===== src/rtl/obi_mgr_arbiter.sv =====
// Two-manager OBI arbiter: round-robin selection, request lock until grant,
// outstanding limit and in-order response routing. Optional macro: OBI_ARB_ID_CHECK_EN.
module obi_mgr_arbiter #(
  parameter int MaxOutstanding = 2,
  parameter int DataWidth      = 32
) (
  input  logic                         clk_i,
  input  logic                         rst_ni,
  input  logic [1:0]                   m_req_i,
  input  logic [1:0]                   m_we_i,
  input  logic [2*(DataWidth/8)-1:0]   m_be_i,
  input  logic [63:0]                  m_addr_i,
  input  logic [2*DataWidth-1:0]       m_wdata_i,
  output logic [1:0]                   m_gnt_o,
  output logic [1:0]                   m_rvalid_o,
  output logic [1:0]                   m_err_o,
  output logic [DataWidth-1:0]         m_rdata_o,
  output logic                         s_req_o,
  output logic                         s_we_o,
  output logic [(DataWidth/8)-1:0]     s_be_o,
  output logic [31:0]                  s_addr_o,
  output logic [DataWidth-1:0]         s_wdata_o,
  output logic                         s_aid_o,
  input  logic                         s_gnt_i,
  input  logic                         s_rvalid_i,
  input  logic                         s_err_i,
  input  logic [DataWidth-1:0]         s_rdata_i,
  input  logic                         s_rid_i,
  output logic                         proto_err_o
);

  localparam int BeWidth = DataWidth / 8;
  localparam int CntW    = $clog2(MaxOutstanding + 1);
  localparam int PtrW    = (MaxOutstanding > 1) ? $clog2(MaxOutstanding) : 1;

  typedef enum logic {IDLE = 1'b0, HOLD = 1'b1} state_t;

  state_t                    state_q, state_d;
  logic                      ptr_q;
  logic                      sel_q;
  logic                      sel;
  logic                      req;
  logic                      hs;
  logic                      pop;
  logic                      head;
  logic                      rsp_bad;
  logic                      id_bad;
  logic                      can_issue;
  logic [CntW-1:0]           cnt_q;
  logic [PtrW-1:0]           rd_q, wr_q;
  logic [MaxOutstanding-1:0] fifo_q;
  logic                      proto_err_q;

  function automatic logic [PtrW-1:0] ptr_inc(input logic [PtrW-1:0] p);
    ptr_inc = (p == PtrW'(MaxOutstanding - 1)) ? '0 : p + PtrW'(1);
  endfunction

  // A response arriving this cycle frees a slot, so the limit is relaxed in the same cycle.
  always_comb begin
    state_d   = state_q;
    sel       = 1'b0;
    req       = 1'b0;
    head      = fifo_q[rd_q];
    pop       = rst_ni & s_rvalid_i & (cnt_q != '0);
    rsp_bad   = rst_ni & s_rvalid_i & (cnt_q == '0);
    can_issue = (cnt_q < CntW'(MaxOutstanding)) | pop;
    if (!rst_ni) begin
      state_d = IDLE;
    end else if (state_q == HOLD) begin
      sel = sel_q;
      req = 1'b1;
    end else begin
      sel = (m_req_i == 2'b11) ? ptr_q : m_req_i[1];
      req = (|m_req_i) & can_issue;
    end
    hs = req & s_gnt_i;
    if (req && !s_gnt_i) begin
      state_d = HOLD;
    end else begin
      state_d = IDLE;
    end
  end

`ifdef OBI_ARB_ID_CHECK_EN
  assign id_bad = pop & (s_rid_i != head);
`else
  logic unused_rid;
  assign unused_rid = s_rid_i;
  assign id_bad     = 1'b0;
`endif

  assign s_req_o     = req;
  assign s_aid_o     = sel;
  assign s_we_o      = m_we_i[sel];
  assign s_be_o      = m_be_i[sel*BeWidth +: BeWidth];
  assign s_addr_o    = m_addr_i[sel*32 +: 32];
  assign s_wdata_o   = m_wdata_i[sel*DataWidth +: DataWidth];
  assign m_gnt_o     = {hs & sel, hs & ~sel};
  assign m_rvalid_o  = {pop & head, pop & ~head};
  assign m_err_o     = {pop & head & s_err_i, pop & ~head & s_err_i};
  assign m_rdata_o   = rst_ni ? s_rdata_i : '0;
  assign proto_err_o = proto_err_q;

  always_ff @(posedge clk_i) begin
    if (!rst_ni) begin
      state_q     <= IDLE;
      ptr_q       <= 1'b0;
      sel_q       <= 1'b0;
      cnt_q       <= '0;
      rd_q        <= '0;
      wr_q        <= '0;
      fifo_q      <= '0;
      proto_err_q <= 1'b0;
    end else begin
      state_q <= state_d;
      sel_q   <= sel;
      if (hs) begin
        ptr_q        <= ~sel;
        fifo_q[wr_q] <= sel;
        wr_q         <= ptr_inc(wr_q);
      end
      if (pop) begin
        rd_q <= ptr_inc(rd_q);
      end
      case ({hs, pop})
        2'b10:   cnt_q <= cnt_q + CntW'(1);
        2'b01:   cnt_q <= cnt_q - CntW'(1);
        default: cnt_q <= cnt_q;
      endcase
      if (rsp_bad || id_bad) begin
        proto_err_q <= 1'b1;
      end
    end
  end

endmodule


===== config.mk =====
export PLATFORM = sky130hd
export DESIGN_NAME = obi_mgr_arbiter
export DESIGN_NICKNAME = d
export VERILOG_FILES = /design/src/rtl/obi_mgr_arbiter.sv
export SDC_FILE = /design/constraint.sdc
export NUM_CORES = 1
export LEC_CHECK = 0
export ABC_AREA = 1
export ABC_CLOCK_PERIOD_IN_PS = 1900
export BUFFER_PORTS_ARGS = -buffer_cell sky130_fd_sc_hd__clkbuf_2
export CAP_MARGIN = 40
export CORE_AREA = 2 2 111 113
export DETAILED_ROUTE_END_ITERATION = 10
export DIE_AREA = 0 0 113 115
export GPL_ROUTABILITY_DRIVEN = 0
export PLACE_DENSITY_LB_ADDON = 0.08
export SLEW_MARGIN = 20
export SYNTH_ARGS = -nofsm -noshare
export SYNTH_HDL_FRONTEND = slang
export SYNTH_SLANG_ARGS = --single-unit

===== constraint.sdc =====
create_clock -name clk_i -period 1.9 [get_ports clk_i]
set_input_delay 0.38 -clock clk_i [delete_from_list [all_inputs] [get_ports clk_i]]
set_output_delay 0.38 -clock clk_i [all_outputs]
set_load 0.03 [all_outputs]

Yosys cells after proc, flatten, opt, wreduce, memory -nomap -nowiden
Cells that the tools add are included.
{ "totals": {"regBits": 10, "inputBits": 178, "word_cells": 61} }
{ "classes": {"addsub": 4, "order_cmp": 5, "eq_ne": 3, "shifts": 3, "muxes": 17, "n_bitwise": 14, "n_reduce_logical": 7} }
{ "op_table": {"columns": ["op", "count"], "rows": [
  ["64-bit by 7-bit indexed part select with 32-bit output", 2],
  ["32-bit 2-to-1 mux", 1],
  ["1-bit 2-to-1 mux", 13],
  ["1-bit bitwise AND", 11],
  ["8-bit by 4-bit indexed part select with 4-bit output", 1],
  ["1-bit by 2-bit less-than comparator with 1-bit output (second input constant)", 3],
  ["2-bit equality test (second input constant)", 2],
  ["2-bit case mux with 2 select lines", 1],
  ["2-bit nonzero test", 2],
  ["1-bit adder (second input constant)", 2],
  ["2-bit by 1-bit adder with 2-bit output (second input constant)", 1],
  ["2-bit bitwise mux", 1],
  ["2-bit by 1-bit equality test with 1-bit output (second input constant)", 1],
  ["1-bit logical AND", 2],
  ["2-bit zero test", 1],
  ["2-bit less-than comparator (second input constant)", 1],
  ["1-bit inverter", 2],
  ["2-bit OR reduction", 1],
  ["2-bit by 1-bit subtractor with 2-bit output (second input constant)", 1],
  ["1-bit demux with 1-bit select", 1],
  ["1-bit >= comparator (second input constant)", 1],
  ["1-bit zero test", 1],
  ["1-bit OR", 1]
]} }

Longest topological paths before layout
Gate-level depths: netlist of run 1.
{ "depth": {"ltp_word": 9, "depth_mapped": 11, "ltp_nobuf": 10} }

Worst setup path before layout of run 1
No wires, ideal clock.
{ "synth_timing": {"path_kind": "input port to output port", "startpoint": "input port rst_ni", "endpoint": "output port m_err_o[0]", "arrival_ns": 1.552, "path_slack_ns": -0.032, "stages": 5, "n_path_buf": 1, "path_cell_list": "buf_4 nand2_4 a21oi_1 inv_1 nor3_1"} }
{ "synth_via": {"elab_chain_len": 4} }
{ "synth_rtl": {"columns": ["item", "line", "source"], "rows": [
  ["from (decl)", "8", "input logic rst_ni,"],
  ["1-bit bitwise AND (2 in series)", "64", "pop = rst_ni & s_rvalid_i & (cnt_q != '0);"],
  ["net pop", "44", "logic pop;"],
  ["1-bit bitwise AND (2 in series)", "100", "assign m_err_o = {pop & head & s_err_i, pop & ~head & s_err_i};"],
  ["to (decl)", "16", "output logic [1:0] m_err_o,"]
]} }
The timed path passes the listed nets, and every way through them passes these cells.

Worst setup path in the final report of run 1
{ "layout_timing": {"startpoint": "register state_q", "endpoint": "output port s_we_o"} }
{ "layout_via": {"elab_chain_len": 4} }
{ "layout_rtl": {"columns": ["item", "line", "source"], "rows": [
  ["from (decl)", "38", "state_t state_q, state_d;"],
  ["from (signal assigned)", "115", "state_q <= state_d;"],
  ["1-bit 2-to-1 mux", "69", "end else if (state_q == HOLD) begin"],
  ["1-bit 2-to-1 mux", "67", "if (!rst_ni) begin"],
  ["1-bit 2-to-1 mux (not written as such) (2 in series)", "94", "assign s_we_o = m_we_i[sel];"],
  ["to (decl)", "19", "output logic s_we_o,"]
]} }
No other way between the ends. The select of a mux whose other input is x is not followed.

==> flow_summary_export.csv, run 1 <==
group,metric,value,unit
outcome,status,"complete, but fails checks",
outcome,violations,"design-rule violations",
place,detailed_place.area,3350,sq um
drt,routed_wl,10100,um
min_path,worstHoldStart,"s_gnt_i",
global_route,grt_pass1_wl,12500,um
critical_path,cp_data_arrival_time,1.50,ns
floorplan,pin_count,288,
logic_synthesis,synth_fp_nets,545,
pwr,pwr_density_cell,453,nW/um^2
logic_synthesis,synth_fa_ha_area_share,0.735,%
critical_path,end_kind,"output port",
floorplan,initial_core_util,14.4,%
layout,antennaDiodeCount,0,
timing,finalCritPeriodShare,98.7,%
global_route,grt_max_degree,37,
drt,routed-via-count,3208,
logic_synthesis,synth_most_common_cell,"nand2_1",
logic_synthesis,yosysUniqueCellTypes,20,
logic_synthesis,synth_top_area_share,56.2,%
floorplan,die_area,13000,sq um
place,post-place-ws,-0.0525,ns
critical_path,crit_path_cell_trace,"nor2_2, nand2_2, nand2_4, nand2_8, buf_12, clkbuf_16, nand2_1, nand2_1, buf_6",
timing,worst_pin_slew,0.334,ns
timing,report.final.slew_viol_count,0,
floorplan,row_count,40,
global_route,antenna_found_initial,0,
timing,timing.slew.headroom,77.7,%
critical_path,worst-path-stages,9,
logic_synthesis,syn-cell-area,1700,sq um
logic_synthesis,synthTopCellsByCount,"255 x nand2_1, 48 x inv_1, 10 x dfxtp_1",
clock_network,clkSinkCount,10,
drt,wl_per_cell,12.3,um
critical_path,cp_max_fo,8,
logic_synthesis,synth-seq-cells,10,
global_route,grt_use_total,11.6,%
layout,nets,853,
critical_path,cp-start-kind,"flop",
logic_synthesis,yosys_most_used_dff,"dfxtp_1",
critical_path,cpMaxStageDelayCell,"dfxtp_2",
global_route,grt_overflow,0,
layout,fillers,1225,
floorplan,dieHeight,115,um
layout,layout-drive-gt1-share,67.9,%
place,dp_hpwl,6960,um
logic_synthesis,synthCells,366,
drt,vias_per_cell,3.91,
timing,finalWorstSetupSlack,0.0247,ns
clock_network,clkTransAtPathRegs,0.04,ns
critical_path,max_stage_delay,0.33,ns
drt,drtIter0Drc,166,
critical_path,critPathKind,"flop to output port",
clock_network,cts-htree-levels,1,
place,dpl.cell_count,795,
timing,rsz0062_at_grt,"true",
layout,fin_area,4930,sq um
logic_synthesis,ys_seq_area_share,11.8,%
layout,multi_input_area,1640,sq um
critical_path,critPathMostFrequentCell,"nand2_1",
clock_network,cts_buffers,3,
timing,fmax,0.533,GHz
clock_network,clock_latency,0.23,ns
pwr,p_leak,3.01,nW
logic_synthesis,muxShareOfSynthArea,0,%
logic_synthesis,synth-simple-area-share,63.3,%
timing,hold_violations,0,
critical_path,rr_startpoint,"cnt_q[1]",
place,portBuffers,286,
drt,ant_nets,0,
critical_path,rrSetupSlack,0.34,ns
critical_path,r2r.worst_path.cells,9,
min_path,min_path_type,"input port to flop",
layout,area_growth,190,%
layout,layout.cells.non_filler,820,
pwr,peakVddDrop,0.000199,V
clock_network,clock_path_buffers,2,
clock_network,cts_root_buffer,"clkbuf_16",
timing,skew,0.000324,ns
logic_synthesis,synth.avg_cell_area,4.65,sq um
timing,setup_violations,0,
timing,fin_setup_tns,0,ns
logic_synthesis,synth_area_leader_cell,"nand2_1",
timing,finalCriticalPeriod,1.88,ns
logic_synthesis,async_flop_share,0,%
layout,final-seq-area,203,sq um
floorplan,fp.coreArea,11800,sq um
logic_synthesis,yosysWarnings,0,
critical_path,r2r_end,"cnt_q[1]",
logic_synthesis,synthXorXnorAreaFrac,0,%
logic_synthesis,synth_compound_area_share,4.63,%
drt,drc,13,
min_path,hold-path-cell-count,2,
job,drv_cap,0,
critical_path,cp.required,1.52,ns
drt,first_pass_iters,7,
logic_synthesis,synth-edff-count,0,
logic_synthesis,synth_top_family_by_area,"simple AND/OR/NAND/NOR gates",
clock_network,cts_hold_buf,0,
clock_network,cts_tree,"yes",
floorplan,die_w,113,um
logic_synthesis,yosys-top-cells-area,"nand2_1 56%, dfxtp_1 12%, inv_1 11%",
critical_path,path_delay_family,"buffers and inverters",
critical_path,critPathBufInv,3,
global_route,grt_pass1_vias,2641,
min_path,holdPathEnd,"state_q",
## worst max-delay path by stage
stage                    start           end  slack (ns)
floorplan               rst_ni    m_err_o[0]       -0.03
global placement    m_req_i[1]  s_addr_o[19]       -0.06
detailed placement  m_req_i[1]  s_addr_o[19]       -0.05
CTS                    state_q    m_gnt_o[1]       -0.01
global route             ptr_q   s_addr_o[8]       -0.04
finish                 state_q        s_we_o        0.02
## report_power, final
| part | internal [mW] | leakage, nW | total, mW | switching (mW) |
|---|---|---|---|---|
| Combinational | 0.730 | 2.88 | 1.58 | 0.850 |
| Sequential | 0.228 | 0.0829 | 0.239 | 0.0105 |
| Clock | 0.317 | 0.0442 | 0.416 | 0.0991 |
## per-layer routing
metal	share of wire [%]	wire, um	track usage (%)
met2	57	5760	22.4
met4	0.71	72	1.63
met1	36	3610	13.9
met3	6.5	654	1.85
met5	0	0	0
## registers in the layout (all words and copies together), names as in the netlist
name,flops
fifo_q,2
proto_err_o,1
sel_q,1
ptr_q,1
rd_q,1
state_q,1
wr_q,1
cnt_q,2
## what timing repair did
item	CTS	global route
cloned	2	12
setup endpoints to repair	70	71
buffers inserted	3	5
gates resized for setup	124	270
pin swaps	1	29
## area by class of cell
class	count	share of cell area, %
sequential	10	4.11
inverter	49	3.98
multi-input combinational	287	33.2
clock buffer	4	1.80
timing repair buffer	322	53.0
tap	147	3.73
timing repair inverter	1	0.178
## placed cells by master (no fill, tap or decap), drive strengths merged, types with 2 or more instances in the layout
cell type / n
dfxtp: 10
buf: 90
nor2: 8
o21ai: 5
inv: 49
nand4: 3
nand2: 260
nor3: 2
a21oi: 7
clkbuf: 236
## through the flow
step / hold slack [ns] / util (%) / power, mW
2_1_floorplan: 0.439 / - / 0.890
3_3_place_gp: 0.450 / 28.4 / 1.31
3_5_place_dp: 0.449 / 28.4 / 1.31
4_1_cts: 0.407 / 34.0 / 1.94
5_1_grt: 0.427 / 41.7 / 2.35
6_report: 0.398 / 41.7 / 2.23
## logic make-up after synthesis
kind of cell | count (synthesis)
adder cells (fa/ha/maj) | 1
AO/OA/AOI/OAI | 13
buffers and inverters | 69
AND/OR/NAND/NOR | 273
flip-flops | 10
(Power assumes the default switching activity.)
==> inputs of run 2 (changes only) <==
Settings changed: RECOVER_POWER set to 25.
==> run 2 against run 1 <==
Setup slack unchanged. Largest power group unchanged. Clock-buffer cell count unchanged. Highest routed layer unchanged. Routed wire length about the same. The flow still finishes with violations (design-rule violations). Combinational power about the same. Critical endpoint unchanged. Critical path type unchanged.
==> flow_summary_export.csv, run 2 (synthesis results as in run 1) <==
group,metric,value,unit
critical_path,cp_data_arrival_time,1.50,ns
floorplan,row_count,40,
pwr,swShare,43.0,%
drt,routed_wl,10100,um
layout,area_growth,189,%
layout,final_common_cell,"clkbuf_2",
place,portBuffers,286,
drt,wl_met2,5760,um
floorplan,dieHeight,115,um
timing,worst_pin_slew,0.378,ns
drt,first_pass_iters,7,
outcome,status,"complete, but fails checks",
critical_path,r2r.worst_path.cells,9,
critical_path,critPathKind,"flop to output port",
drt,drc,13,
timing,hold_violations,0,
floorplan,fp.coreArea,11800,sq um
pwr,p_leak,3.01,nW
min_path,min_path_type,"input port to flop",
clock_network,cts_tree,"yes",
outcome,violations,"design-rule violations",
pwr,clockPowerShare,18.6,%
timing,fin_setup_tns,0,ns
timing,finalCritPeriodShare,98.7,%
critical_path,cp.required,1.52,ns
drt,dr_wl_met3,663,um
job,drv_cap,0,
clock_network,clock_path_buffers,2,
global_route,antenna_found_initial,0,
drt,met1_length,3600,um
pwr,p_comb_share,70.7,%
global_route,grt_max_degree,37,
drt,wl_per_cell,12.3,um
pwr,power.total,2.23,mW
min_path,hold-path-cell-count,2,
floorplan,initial_core_util,14.4,%
critical_path,crit_path_cell_trace,"nor2_2, nand2_2, nand2_4, nand2_8, buf_12, clkbuf_16, nand2_1, nand2_1, buf_6",
clock_network,clkSinkCount,10,
critical_path,max_stage_delay,0.33,ns
place,dp_hpwl,6960,um
layout,fin_util,41.7,%
timing,finalCriticalPeriod,1.88,ns
critical_path,cp_max_fo,8,
drt,routed-via-count,3211,
floorplan,die_area,13000,sq um
layout,final_cell_mix,"212 x clkbuf_2, 140 x nand2_1, 84 x nand2_2",
clock_network,cts_root_buffer,"clkbuf_16",
timing,skew,0.000324,ns
drt,drtIter0Drc,166,
critical_path,end_kind,"output port",
global_route,grt_pass1_wl,12500,um
pwr,p_int,1.27,mW
timing,timing.slew.headroom,74.9,%
timing,fmax,0.533,GHz
drt,top_layer,"met4",
timing,report.final.slew_viol_count,0,
pwr,pwr_density_cell,453,nW/um^2
global_route,grt_use_total,11.6,%
floorplan,die_w,113,um
critical_path,cp-start-kind,"flop",
layout,nets,853,
pwr,peakVddDrop,0.000199,V
timing,rsz0062_at_grt,"true",
floorplan,pin_count,288,
clock_network,cts_hold_buf,0,
clock_network,cts-htree-levels,1,
layout,reg_top3,"cnt_q: 2 flops, fifo_q: 2 flops",
drt,vias_per_cell,3.92,
critical_path,rrSetupSlack,0.34,ns
global_route,grt_overflow,0,
critical_path,cpMaxStageDelayCell,"dfxtp_2",
pwr,p_sw,0.960,mW
clock_network,clock_latency,0.23,ns
drt,ant_nets,0,
pwr,p_seq_share,10.7,%
layout,layout-drive-gt1-share,67.8,%
clock_network,clkTransAtPathRegs,0.04,ns
critical_path,critPathMostFrequentCell,"nand2_1",
global_route,grt_pass1_vias,2641,
layout,antennaDiodeCount,0,
clock_network,cts_buffers,3,
timing,setup_violations,0,
run 2: worst paths after layout:
path	to	start
max	s_we_o	state_q
min	state_q	s_gnt_i
max reg2reg	cnt_q[1]	cnt_q[1]
min reg2reg	proto_err_o	proto_err_o
run 2: critical path: cells and delay by family (launching register included):
family / cells / cell delay, ns
buffers and inverters: 3 / 0.46
flip-flops: 1 / 0.33
AND/OR/NAND/NOR: 6 / 0.46
run 2: layout make-up:
class	instances	area (sq um)
clock buffer	4	88.8
fill	1224	6880
inverter	49	196
multi-input combinational	287	1640
sequential	10	203
tap	147	184
timing repair buffer	322	2610
timing repair inverter	1	8.76
run 2: power groups by stage:
stage	Combinational [mW]	Clock (mW)	Sequential, mW
after floorplan	0.645	0	0.245
after global placement	1.07	0	0.241
after detailed placement	1.07	0	0.241
after CTS	1.27	0.428	0.237
after global routing	1.67	0.439	0.240
final	1.58	0.416	0.239
run 2: metal layers:
layer | up-vias | GRT usage [%]
li1 | 1674 | -
met1 | 1392 | 13.9
met2 | 139 | 22.4
met3 | 6 | 1.85
met4 | 0 | 1.63
met5 | - | 0
run 2: timing repair:
action / CTS / global route
setup buffers: 3 / 5
setup endpoints to repair: 70 / 71
gates resized for setup: 124 / 270
pin swaps: 1 / 29
gates cloned: 2 / 12
run 2: metrics by stage:
step / instances / cell area [sq um] / hold WS, ns / setup WS [ns]
after global placement: 795 / 3350 / 0.450 / -0.0563
after detailed placement: 795 / 3350 / 0.449 / -0.0525
final: 820 / 4930 / 0.398 / 0.0247
after global routing: 820 / 4930 / 0.427 / -0.0384
after CTS: 804 / 4010 / 0.407 / -0.0132
after floorplan: 366 / 1700 / 0.439 / -0.0325
